`src/rtl/pkg_ili9341.sv`:
```
// Shared definitions for the ILI9341 SPI byte transmitter.
// Provides the FSM state encoding, pin-level constants and the default
// SCK half-period divider.
package pkg_ili9341;

  typedef enum logic [2:0] {
    IDLE,
    LOAD,
    SCK_HI,
    SCK_LO,
    DONE
  } spi_state_t;

  localparam logic LOW     = 1'b0;
  localparam logic HIGH    = 1'b1;
  // Value shifted into the serializer behind the last bit; MOSI level when idle.
  localparam logic NO_DATA = 1'b0;

  localparam int unsigned SPI_CLK_DIV_DEFAULT = 4;

endpackage

```
`src/rtl/spi_half_period_cnt.sv`:
```
// Reloadable down-counter that paces the SPI phases.
// While enabled it counts CLK_DIV-1 .. 0 and raises tick_c on the terminal
// count (once every CLK_DIV cycles); while disabled it sits at the reload value.
// Ports:
//   clk, rst  clock, asynchronous active-low reset
//   en        count enable (phase in progress)
//   tick_c    combinational terminal-count strobe
module spi_half_period_cnt
  import pkg_ili9341::*;
#(
  parameter int unsigned CLK_DIV = SPI_CLK_DIV_DEFAULT
) (
  input  logic clk,
  input  logic rst,
  input  logic en,
  output logic tick_c
);

  localparam int unsigned CW = $clog2(CLK_DIV + 1);
  localparam logic [CW-1:0] RELOAD = CW'(CLK_DIV - 1);

  logic [CW-1:0] cnt;

  assign tick_c = en && (cnt == '0);

  // Reload on terminal count or when idle so every phase gets a full CLK_DIV.
  always_ff @(posedge clk or negedge rst) begin
    if (!rst) begin
      cnt <= RELOAD;
    end else if (!en || (cnt == '0)) begin
      cnt <= RELOAD;
    end else begin
      cnt <= cnt - CW'(1);
    end
  end

endmodule

```
`src/rtl/ili9341_spi_tx.sv`:
```
// Byte-level SPI (mode 0, MSB first) transmitter for the ILI9341 4-wire
// serial interface. Accepts one byte per i_send/o_byte_sent handshake along
// with its D/C and CS levels and serializes it on SCK/MOSI.
// Optional macro ILI9341_MISO_CAPTURE_EN adds MISO capture (i_miso, o_rx_data).
// Ports:
//   clk, rst     clock, asynchronous active-low reset
//   i_send       transfer request (level, held until o_byte_sent)
//   i_data       byte to send
//   i_dc, i_cs   D/C and CS levels for this byte
//   i_miso       (macro) serial data from the panel
//   o_rx_data    (macro) byte captured from MISO, updated in the DONE cycle
//   o_byte_sent  one-cycle completion strobe
//   o_busy       high from accept through DONE
//   o_sck, o_mosi, o_dc, o_cs  panel pins (all registered)
module ili9341_spi_tx
  import pkg_ili9341::*;
#(
  parameter int unsigned DW      = 8,
  parameter int unsigned CLK_DIV = SPI_CLK_DIV_DEFAULT
) (
  input  logic          clk,
  input  logic          rst,
  input  logic          i_send,
  input  logic [DW-1:0] i_data,
  input  logic          i_dc,
  input  logic          i_cs,
`ifdef ILI9341_MISO_CAPTURE_EN
  input  logic          i_miso,
  output logic [DW-1:0] o_rx_data,
`endif
  output logic          o_byte_sent,
  output logic          o_busy,
  output logic          o_sck,
  output logic          o_mosi,
  output logic          o_dc,
  output logic          o_cs
);

  localparam int unsigned BW = (DW > 1) ? $clog2(DW) : 1;
  localparam logic [BW-1:0] BIT_LAST = BW'(DW - 1);

  spi_state_t    state;
  logic [DW-1:0] shreg;
  logic [BW-1:0] bit_cnt;
  logic          div_en;
  logic          tick;

  // Divider runs only while a phase is timing out.
  assign div_en = (state == LOAD) || (state == SCK_HI) || (state == SCK_LO);

  spi_half_period_cnt #(
    .CLK_DIV (CLK_DIV)
  ) u_div (
    .clk    (clk),
    .rst    (rst),
    .en     (div_en),
    .tick_c (tick)
  );

  // MOSI is the serializer MSB; the register is zero in idle and after the
  // last shift, so the pin idles low without extra logic.
  assign o_mosi = shreg[DW-1];

  // Transfer FSM with registered pin outputs.
  always_ff @(posedge clk or negedge rst) begin
    if (!rst) begin
      state       <= IDLE;
      shreg       <= '0;
      bit_cnt     <= BIT_LAST;
      o_sck       <= LOW;
      o_cs        <= HIGH;
      o_dc        <= HIGH;
      o_byte_sent <= LOW;
      o_busy      <= LOW;
    end else begin
      o_byte_sent <= LOW;
      unique case (state)
        IDLE: begin
          if (i_send) begin
            shreg   <= i_data;
            bit_cnt <= BIT_LAST;
            o_cs    <= i_cs;
            o_dc    <= i_dc;
            o_busy  <= HIGH;
            o_sck   <= LOW;
            state   <= LOAD;
          end
        end
        LOAD: begin
          if (tick) begin
            o_sck <= HIGH;
            state <= SCK_HI;
          end
        end
        SCK_HI: begin
          // Falling edge: present the next lower bit for the following rise.
          if (tick) begin
            o_sck <= LOW;
            shreg <= {shreg[DW-2:0], NO_DATA};
            state <= SCK_LO;
          end
        end
        SCK_LO: begin
          if (tick) begin
            if (bit_cnt == '0) begin
              o_byte_sent <= HIGH;
              state       <= DONE;
            end else begin
              bit_cnt <= bit_cnt - BW'(1);
              o_sck   <= HIGH;
              state   <= SCK_HI;
            end
          end
        end
        DONE: begin
          o_busy <= LOW;
          o_cs   <= HIGH;
          o_dc   <= HIGH;
          o_sck  <= LOW;
          state  <= IDLE;
        end
        default: state <= IDLE;
      endcase
    end
  end

`ifdef ILI9341_MISO_CAPTURE_EN
  logic [DW-1:0] rx_shift;

  // MISO sampled on the last clk of each high phase; published on entry to DONE.
  always_ff @(posedge clk or negedge rst) begin
    if (!rst) begin
      rx_shift  <= '0;
      o_rx_data <= '0;
    end else begin
      if ((state == SCK_HI) && tick) begin
        rx_shift <= {rx_shift[DW-2:0], i_miso};
      end
      if ((state == SCK_LO) && tick && (bit_cnt == '0)) begin
        o_rx_data <= rx_shift;
      end
    end
  end
`endif

endmodule

```
`config.mk`:
```
export PLATFORM = sky130hd
export DESIGN_NAME = ili9341_spi_tx
export DESIGN_NICKNAME = d
export VERILOG_FILES = /design/src/rtl/pkg_ili9341.sv /design/src/rtl/spi_half_period_cnt.sv /design/src/rtl/ili9341_spi_tx.sv
export SDC_FILE = /design/constraint.sdc
export NUM_CORES = 1
export LEC_CHECK = 0
export BUFFER_PORTS_ARGS = -buffer_cell sky130_fd_sc_hd__buf_4
export CAP_MARGIN = 20
export CORE_UTILIZATION = 40
export CTS_CLUSTER_DIAMETER = 80
export DETAILED_ROUTE_END_ITERATION = 10
export GPL_TIMING_DRIVEN = 0
export PLACE_DENSITY_LB_ADDON = 0.2
export RECOVER_POWER = 25
export SLEW_MARGIN = 20
export SYNTH_ARGS = -nofsm -noshare
export SYNTH_HDL_FRONTEND = slang
export SYNTH_SLANG_ARGS = --single-unit
```
`constraint.sdc`:
```
create_clock -name clk -period 2.6 [get_ports clk]
set_input_delay 0.39 -clock clk [delete_from_list [all_inputs] [get_ports clk]]
set_output_delay 0.39 -clock clk [all_outputs]
set_load 0.02 [all_outputs]
```
==> impl_results.md, run 1 <==
- Status: completed
- Startpoint Class: register
- Dominant synthesized flop cell: dfrtp_1
- Most frequent CP cell: ha_1
- Peak VDD IR: 0.000281 V
- Crit path max fanout: 10
- CP max stage cell: dfstp_2
- Post-route antenna net violation count: 0
- Vias: 863
- H-tree level count: 1
- Grt ovf: 0
- Setup violations, final: 0
- CP endpoint kind: register
- First DRT Iteration DRCs: 10
- Num ports: 19
- Met3 Use GR: 5.74%
- Synth async-reset ratio: 100%
- Met2 usage in global routing: 25.7%
- Ant diodes: 0
- Mapped Cells: 111
- Post-placement cell count: 158
- Avg Cell Area, Syn: 10.1 sq um
- DRC viols: 0
- Die X-Extent: 55.0 microns
- RSZ-0062 raised after global routing: no
- Clock sink count: 22
- Mapped Nets: 128
- Fin Clk Skew: 0.000907 ns
- Cts hold-fix bufs: 1
- CTS max path bufs: 2
- Die H: 55.0 microns
- Register area share after synthesis: 49.7%
- Mapped Area: 0.00112 sq mm
- Worst-path clk slew: 0.11 ns
- FP Rows: 18
- Tot GR Track Use: 16.4%
- Layout fillers: 240
- Final hold viol count: 0
- DP Worst Slack: 0.675 ns
- Setup ws final: 0.677 ns
- Register Area: 559 sq um
- Distinct cells, synth: 34
- Crit-path max cell delay: 0.54 ns
- Fmax: 0.520 GHz
- Crit path DAT: 2.11 ns
- Routed WL: 2020 microns
- Worst path cell trace: inv_1, ha_1, ha_1, buf_2, mux2_2, nand2_2, buf_4, o41ai_1
- Drt first pass iters: 4
- Setup TNS Final: 0 ns
- Vias in the first global route: 786
- WL/cell: 12.4 microns
- Max-cap check violation count: 0
- Layout cells sized above 1: 28.6%
- Fin crit period: 1.92 ns
- Pin count of the biggest net entering global routing: 23
- Max Slew Vio Count: 0
- CTS Root Cell: clkbuf_4
- Clk_lat worst skew: 0.30 ns
- IO buf count: 17
- Die area: 0.00303 sq mm
- Nets: 151
- Post-Layout Cell Count: 163
- Global routing usage on met1: 21.0%
- DP HPWL: 1460 microns
- Power Dens Cells: 401 mW/mm^2
- Hold crit path type: in -> reg
- # resized after CTS: 0
- Setup bufs post-CTS: 0
- Final Wtd Congestion: 0.696
- Yosys warning count: 0
- FF-to-FF setup slack: 0.68 ns
- EDFF count, synth: 0
- Global route hottest layer: met2
- Global-route wire length before repair: 3400 microns
- Worst relative slew slack: 25.4%
- WHS: 0.350 ns
- Measured slew at the worst slew-check pin: 1.12 ns
- Leakage: 0.578 nW
- Area of the multi-input gates: 490 sq um
- CP Class: reg -> reg
- Worst EP required: 2.79 ns
- TritonCTS clock tree: yes
- Via density: 5.29
- Initial cell density of the core: 43.8%
- Initial antenna violation count: 0
- Final period utilization: 74.0%
- Flops & latches, synth: 22
- Syn-to-layout area delta: 17.6%
- CTS Buf Count: 3
- Placeable Area: 0.00257 sq mm
-- critical path: cells and delay by family, from the launching register on --
family	cells	cell delay, ns
AO/OA/AOI/OAI	1	0.08
adder cells (fa/ha/maj)	2	0.36
flip-flops	1	0.54
buffers and inverters	3	0.40
multiplexers	1	0.28
AND/OR/NAND/NOR	1	0.14
-- metrics by stage --
| step | cell area [sq um] | util (%) | total power [mW] |
|---|---|---|---|
| 3_3_place_gp | 1290 | 50.2 | 0.378 |
| 5_1_grt | 1320 | 51.5 | 0.557 |
| 2_1_floorplan | 1120 | - | 0.359 |
| 6_report | 1320 | 51.5 | 0.530 |
| 3_5_place_dp | 1290 | 50.2 | 0.379 |
| 4_1_cts | 1330 | 51.7 | 0.541 |
-- cell usage after synthesis, drive strengths merged (2+ instances only) --
| master | number | area share [%] |
|---|---|---|
| a21oi | 6 | 2.7 |
| buf | 6 | 4.0 |
| dfrtp | 15 | 33 |
| dfstp | 7 | 16 |
| ha | 4 | 4.4 |
| inv | 7 | 2.3 |
| mux2 | 2 | 2.0 |
| mux2i | 7 | 6.2 |
| nand2 | 16 | 6.2 |
| nor2 | 7 | 2.3 |
| nor2b | 2 | 1.1 |
| nor3 | 5 | 3.2 |
| nor4b | 2 | 1.6 |
| o21ai | 10 | 4.4 |
| o22a | 3 | 2.3 |
-- state kept, by name, indices dropped and copies added, names as in the netlist --
| name | cells |
|---|---|
| o_busy | 1 |
| o_byte_sent | 1 |
| state | 3 |
| o_dc | 1 |
| bit_cnt | 3 |
| shreg | 8 |
| o_sck | 1 |
| u_div.cnt | 3 |
| o_cs | 1 |
-- routing by layer --
layer	routed length, microns	vias to the layer above	share of wire (%)
met2	939	23	47
met4	24	0	1.2
met3	124	5	6.1
li1	-	432	-
met5	0	-	0
met1	929	403	46
-- where the power goes --
group          internal, mW  switching (mW)  leakage, nW
clock network        0.0599          0.0975       0.0150
logic                0.0158          0.0143        0.294
registers             0.343               0        0.269
-- layout make-up --
class / count / share of cell area [%]
Tap cell: 30 / 2.84
Clock buffer: 4 / 1.99
Multi-Input combinational cell: 75 / 37.1
Timing Repair Buffer: 18 / 10.1
Buffer: 7 / 3.69
Inverter: 7 / 1.99
Sequential cell: 22 / 42.3
-- layout by cell type, fill, tap and decap left out --
master,n
buf_4,17
dfrtp_1,15
nand2_1,14
o21ai_1,8
nor2_1,7
mux2i_1,7
dfstp_2,7
inv_1,6
a21oi_1,6
nor3_1,4
ha_1,4
buf_2,3
clkbuf_1,3
o22a_1,3
clkbuf_4,3
buf_6,2
nor4b_1,2
mux2_2,2
nor2b_1,2
o21ai_0,2
nor4_1,1
nand2_4,1
nand2b_1,1
nand2_2,1
inv_2,1
nor3_4,1
a2bb2oi_1,1
or4_1,1
nand4_1,1
a31oi_1,1
o41ai_1,1
a211oi_1,1
or3_1,1
a21o_1,1
a21boi_1,1
dlygate4sd3_1,1
-- logic make-up after synthesis --
logic type / count (synthesis) / synth area share [%]
AOI/OAI and AO/OA: 25 / 13.6
adders and majority gates: 4 / 4.45
buffers and inverters: 14 / 6.67
DFF: 22 / 49.7
muxes: 9 / 8.23
and+or+nand+nor: 37 / 17.4
-- worst paths after layout --
kind / end / cells past startpoint / start
worst max-delay path: state[0] / 8 / u_div.cnt[0]
worst min-delay path: shreg[2] / 3 / i_data[2]
worst max register to register: state[0] / 8 / u_div.cnt[0]
worst min register to register: u_div.cnt[0] / 1 / u_div.cnt[0]
max in group asynchronous: o_byte_sent / 2 / rst
min in group asynchronous: shreg[3] / 2 / rst
(Power assumes the default switching activity.)
==> run 2: changes to the inputs <==
--- a/config.mk
+++ b/config.mk
@@ -5,6 +5,7 @@
 export SDC_FILE = /design/constraint.sdc
 export NUM_CORES = 1
 export LEC_CHECK = 0
+export ABC_AREA = 1
 export BUFFER_PORTS_ARGS = -buffer_cell sky130_fd_sc_hd__buf_4
 export CAP_MARGIN = 20
 export CORE_UTILIZATION = 40
==> constraint.sdc (replaced) <==
create_clock -name clk -period 1.93 [get_ports clk]
set_input_delay 0.2895 -clock clk [delete_from_list [all_inputs] [get_ports clk]]
set_output_delay 0.2895 -clock clk [all_outputs]
set_load 0.02 [all_outputs]
==> run 2 against run 1 <==
Net effect:
- sequential share of layout area is 1.2 points lower
- critical endpoint is now o_sck
- largest power group is now combinational logic
- non-clock buffer count is 4 lower
- clock-buffer cell count stayed put
==> impl_results.md, run 2 <==
- Status: completed
- Register area share after synthesis: 48.9%
- Switching power: 904 uW
- WL/cell: 10.6 microns
- CP max stage cell: dfstp_2
- Commonest non-fill, non-tap cell in the layout: nand2_1
- Worst-case reg-to-reg path depth: 9
- DP HPWL: 1560 microns
- Startpoint Class: register
- Worst-path clk slew: 0.13 ns
- H-tree level count: 1
- First DRT Iteration DRCs: 14
- Ant diodes: 0
- CP startpoint: u_div.cnt[0]
- Fin crit period: 1.71 ns
- CP endpoint kind: register
- Flops & latches, synth: 22
- Layout cells sized above 1: 21.2%
- Mapped Area: 0.00114 sq mm
- Measured slew at the worst slew-check pin: 1.19 ns
- Setup TNS Final: 0 ns
- Most frequent cells in the layout: nand2_1, inv_1, buf_4, o21ai_0, dfrtp_1
- Fmax: 0.583 GHz
- CTS Buf Count: 3
- Hold crit path type: in -> reg
- Routed WL: 2070 microns
- IO buf count: 18
- Fin Clk Skew: 0.00946 ns
- FF-to-FF Start: u_div.cnt[0]
- Drt first pass iters: 4
- Distinct cells, synth: 19
- Internal power: 1.21 mW
- Pin count of the biggest net entering global routing: 23
- Avg Cell Area, Syn: 8.05 sq um
- CTS max path bufs: 2
- Yosys top cell area share: 32.8%
- Worst path cell trace: inv_1, ha_1, ha_1, inv_1, nand3_1, nand2_1, nor2_1, nand3_1, nand2_1
- Reg-to-Reg End: o_sck
- CP Class: reg -> reg
- Setup violations, final: 0
- Cell with the most instances after synthesis: nand2_1
- Dominant synthesized flop cell: dfrtp_1
- Global-route wire length before repair: 3820 microns
- CTS Root Cell: clkbuf_4
- Crit path max fanout: 4
- DRC viols: 0
- Setup ws final: 0.215 ns
- Most flop-heavy register: shreg
- Tot GR Track Use: 15.4%
- Sw frac: 42.7%
- Logic pwr share: 48.6%
- Worst relative slew slack: 20.6%
- Mapped Nets: 159
- Total power: 2.12 mW
- Crit-path max cell delay: 0.55 ns
- Final Wtd Congestion: 0.828
- Largest register FFs: 8
- RSZ-0062 raised after global routing: no
- Clk_lat worst skew: 0.31 ns
- Peak VDD IR: 0.000758 V
- Max-cap check violation count: 0
- FP Rows: 19
- Via density: 4.77
- Die area: 0.00308 sq mm
- Leakage: 0.716 nW
- Initial cell density of the core: 41.8%
- Nets: 183
- Final hold viol count: 0
- Yosys top cell by area: dfrtp_1
- Setup bufs post-CTS: 0
- Grt ovf: 0
- Post-route antenna net violation count: 0
- Num ports: 19
- Syn-to-layout area delta: 18.9%
- DP Worst Slack: 0.223 ns
- Max Slew Vio Count: 0
- Die X-Extent: 55.5 microns
- Crit path DAT: 1.93 ns
- FF-to-FF setup slack: 0.22 ns
- Synth async-reset ratio: 100%
- Largest cells by area after synthesis: dfrtp_1, dfstp_2, nand2_1
- EDFF count, synth: 0
- Vias in the first global route: 949
- WHS: 0.180 ns
- TritonCTS clock tree: yes
- Final period utilization: 88.8%
- Vias: 935
- Most frequent cells after synthesis: nand2_1, inv_1, o21ai_0, dfrtp_1
- Seq pwr share: 39.0%
- Yosys warning count: 0
- Mapped Cells: 142
- Worst setup path endpoint: o_sck
- Placeable Area: 0.00273 sq mm
- Worst EP required: 2.15 ns
- Die H: 55.5 microns
- Clock sink count: 22
- Power Dens Cells: 1560 mW/mm^2
- Clock power frac: 12.4%
- Initial antenna violation count: 0
- Min-delay src: i_cs
run 2: stage by stage:
stage	instance area, sq um	instances	utilization (%)
2_1_floorplan	1140	142	-
3_3_place_gp	1320	191	48.2
3_5_place_dp	1320	191	48.2
4_1_cts	1360	196	49.9
5_1_grt	1360	196	49.7
6_report	1360	196	49.7
run 2: worst min path at each step:
stage | to | slack (ns) | depth (start not counted)
finish | o_cs | 0.18 | 3
CTS | o_dc | 0.17 | 3
global route | o_cs | 0.17 | 3
detailed placement | o_busy | 0.20 | 1
global placement | o_busy | 0.20 | 1
floorplan | o_busy | -0.006 | 0
run 2: kinds of logic after synthesis:
family          after synthesis  synth area share [%]
flops                        22                  48.9
xor+xnor                      1                 0.766
compound gates               22                  10.6
simple gates                 66                  25.5
buf+inv                      27                  9.85
fa+ha+maj                     4                  4.38
run 2: what timing repair did:
action,in CTS,in global routing
endpoints found under the hold margin,15,0
hold buffers,1,0
resized for setup,0,0
run 2: worst max-delay path: cells and delay by family (launching register included):
kind	cells	cell delay (ns)
flops	1	0.55
simple gates	5	0.49
fa+ha+maj	2	0.39
buf+inv	2	0.21
run 2: cell type report:
cell class                      instances  area, sq um
Sequential cell                        22          559
Inverter                               25         93.8
Tap cell                               31         38.8
Fill cell                             271         1370
Clock buffer                            4         36.3
Multi-Input combinational cell         93          472
Buffer                                  2         18.8
Timing Repair Buffer                   19          141
run 2: power by group through the flow:
stage	clock network (mW)	logic, mW	registers, mW
floorplan	0	0.733	0.864
global placement	0	1.01	0.829
detailed placement	0	1.04	0.837
CTS	0.267	1.04	0.827
global route	0.286	1.20	0.853
finish	0.261	1.03	0.825
run 2: layer usage:
metal,GRT usage [%],vias up,wire [microns],share of wire (%)
met4,6.79,0,19,0.92
met1,18.4,439,1030,50
li1,-,483,-,-
met2,27.2,11,967,47
met5,0,-,0,0
met3,2.58,2,54,2.6
==> run 3: changes to the inputs <==
--- a/config.mk
+++ b/config.mk
@@ -5,7 +5,6 @@
 export SDC_FILE = /design/constraint.sdc
 export NUM_CORES = 1
 export LEC_CHECK = 0
-export ABC_AREA = 1
 export BUFFER_PORTS_ARGS = -buffer_cell sky130_fd_sc_hd__buf_4
 export CAP_MARGIN = 20
 export CORE_UTILIZATION = 40
==> run 3 against run 2 <==
Net effect:
- via count down 9.7%
- maximum frequency down 2.5%
- sequential share of layout area up 0.97 points
- critical path type unchanged
- clock power down 18%
- highest routed layer unchanged
- cell count down 17%
==> impl_results.md, run 3 (synthesis gave the netlist of run 1 again) <==
- Max-cap check violation count: 0
- Min-delay src: i_data[2]
- Via density: 5.21
- Clock sink count: 22
- Final hold viol count: 0
- Routed WL: 2020 microns
- Worst relative slew slack: 25.8%
- Peak VDD IR: 0.000380 V
- Leakage: 0.581 nW
- Status: completed
- Area of the multi-input gates: 498 sq um
- H-tree level count: 1
- Final Wtd Congestion: 0.696
- Vias in the first global route: 786
- DP HPWL: 1460 microns
- Power Dens Cells: 540 mW/mm^2
- CP endpoint kind: register
- Placed Area: 0.00129 sq mm
- Setup TNS Final: 0 ns
- Final period utilization: 91.1%
- Syn-to-layout area delta: 18.1%
- Max Slew Vio Count: 0
- RSZ-0062 raised after global routing: no
- Hold Path Sink: shreg[2]
- Die H: 55.0 microns
- Crit path max fanout: 10
- Fmax: 0.569 GHz
- DP Worst Slack: 0.00538 ns
- Initial antenna violation count: 0
- Initial cell density of the core: 43.8%
- CP Class: reg -> reg
- FP Rows: 18
- Post-Layout Cell Count: 162
- Setup ws final: 0.172 ns
- Post-layout instance area: 0.00133 sq mm
- CTS Root Cell: clkbuf_4
- Die area: 0.00303 sq mm
- Grt ovf: 0
- Reg-to-Reg End: state[0]
- Clk_lat worst skew: 0.31 ns
- Post-route antenna net violation count: 0
- WL/cell: 12.5 microns
- First DRT Iteration DRCs: 9
- Setup bufs post-CTS: 0
- Nets: 150
- Num ports: 19
- CTS Buf Count: 3
- CTS max path bufs: 2
- Commonest non-fill, non-tap cell in the layout: buf_4
- Global-route wire length before repair: 3400 microns
- Pin count of the biggest net entering global routing: 23
- Startpoint Class: register
- Register Area: 559 sq um
- Setup violations, final: 0
- Fin crit period: 1.76 ns
- Vias: 844
- FF-to-FF Start: u_div.cnt[0]
- Layout cells sized above 1: 28.8%
- Measured slew at the worst slew-check pin: 1.11 ns
- Placeable Area: 0.00257 sq mm
- Worst-case reg-to-reg path depth: 7
- DRC viols: 0
- Crit path DAT: 1.95 ns
- Fin Clk Skew: 0.00284 ns
- Drt first pass iters: 3
- Ant diodes: 0
- Layout fillers: 240
- Most flop-heavy register: shreg
- Post-placement cell count: 158
- IO buf count: 17
- Die X-Extent: 55.0 microns
- FF-to-FF setup slack: 0.17 ns
- TritonCTS clock tree: yes
- Hold path depth: 3
- Worst EP required: 2.12 ns
- Largest register FFs: 8
- Tot GR Track Use: 16.4%
- Total power: 717 uW
- Hold crit path type: in -> reg
- Most frequent cells in the layout: buf_4, dfrtp_1, nand2_1
- Worst-path clk slew: 0.11 ns
## run 3: cell type report
type | instances | share of cell area, %
plain buffers | 6 | 3.58
clock buffers | 4 | 1.98
inverters | 7 | 1.98
multi-input cells | 75 | 37.5
flip-flops and latches | 22 | 42.1
well taps | 30 | 2.82
repair buffers | 18 | 10.1
## run 3: worst max-delay path by stage
stage                       startpoint        to  slack [ns]  depth (start not counted)
final                     u_div.cnt[0]  state[0]        0.17                          7
after global routing      u_div.cnt[0]  shreg[2]        0.07                          8
after CTS                 u_div.cnt[0]  shreg[6]        0.02                          9
after detailed placement  u_div.cnt[0]  state[0]       0.005                          8
after global placement    u_div.cnt[0]  state[0]        0.02                          8
after floorplan           u_div.cnt[0]  state[0]        0.16                          8
## run 3: report_power, final
| part | switching [mW] | internal, mW |
|---|---|---|
| Clock | 0.134 | 0.0807 |
| Combinational | 0.0197 | 0.0213 |
| Sequential | 0 | 0.462 |
## run 3: critical path, stage by stage, from the launching register on
cell	delay (ns)
dfstp_2	0.54
inv_1	0.04
ha_1	0.19
ha_2	0.23
mux2_2	0.31
nand2_4	0.11
buf_6	0.14
o41ai_1	0.07
## run 3: metal layers
| layer | routed length (microns) | share of wire [%] | track usage, % | up-vias |
|---|---|---|---|---|
| li1 | - | - | - | 427 |
| met1 | 973 | 48 | 21.0 | 397 |
| met2 | 933 | 46 | 25.7 | 15 |
| met3 | 91 | 4.5 | 5.74 | 5 |
| met4 | 24 | 1.2 | 5.42 | 0 |
| met5 | 0 | 0 | 0 | - |
## run 3: stage by stage
stage          hold WS (ns)  utilization [%]
2_1_floorplan      -0.00609                -
3_3_place_gp          0.188             50.2
3_5_place_dp          0.191             50.2
4_1_cts               0.241             51.8
5_1_grt               0.232             51.8
6_report              0.247             51.8
## run 3: what timing repair did
action                                  in CTS  in global routing
hold buffers                                 1                  0
gates resized for setup                      1                  2
endpoints found under the setup margin       5                  8
hold endpoints to repair                    15                  0
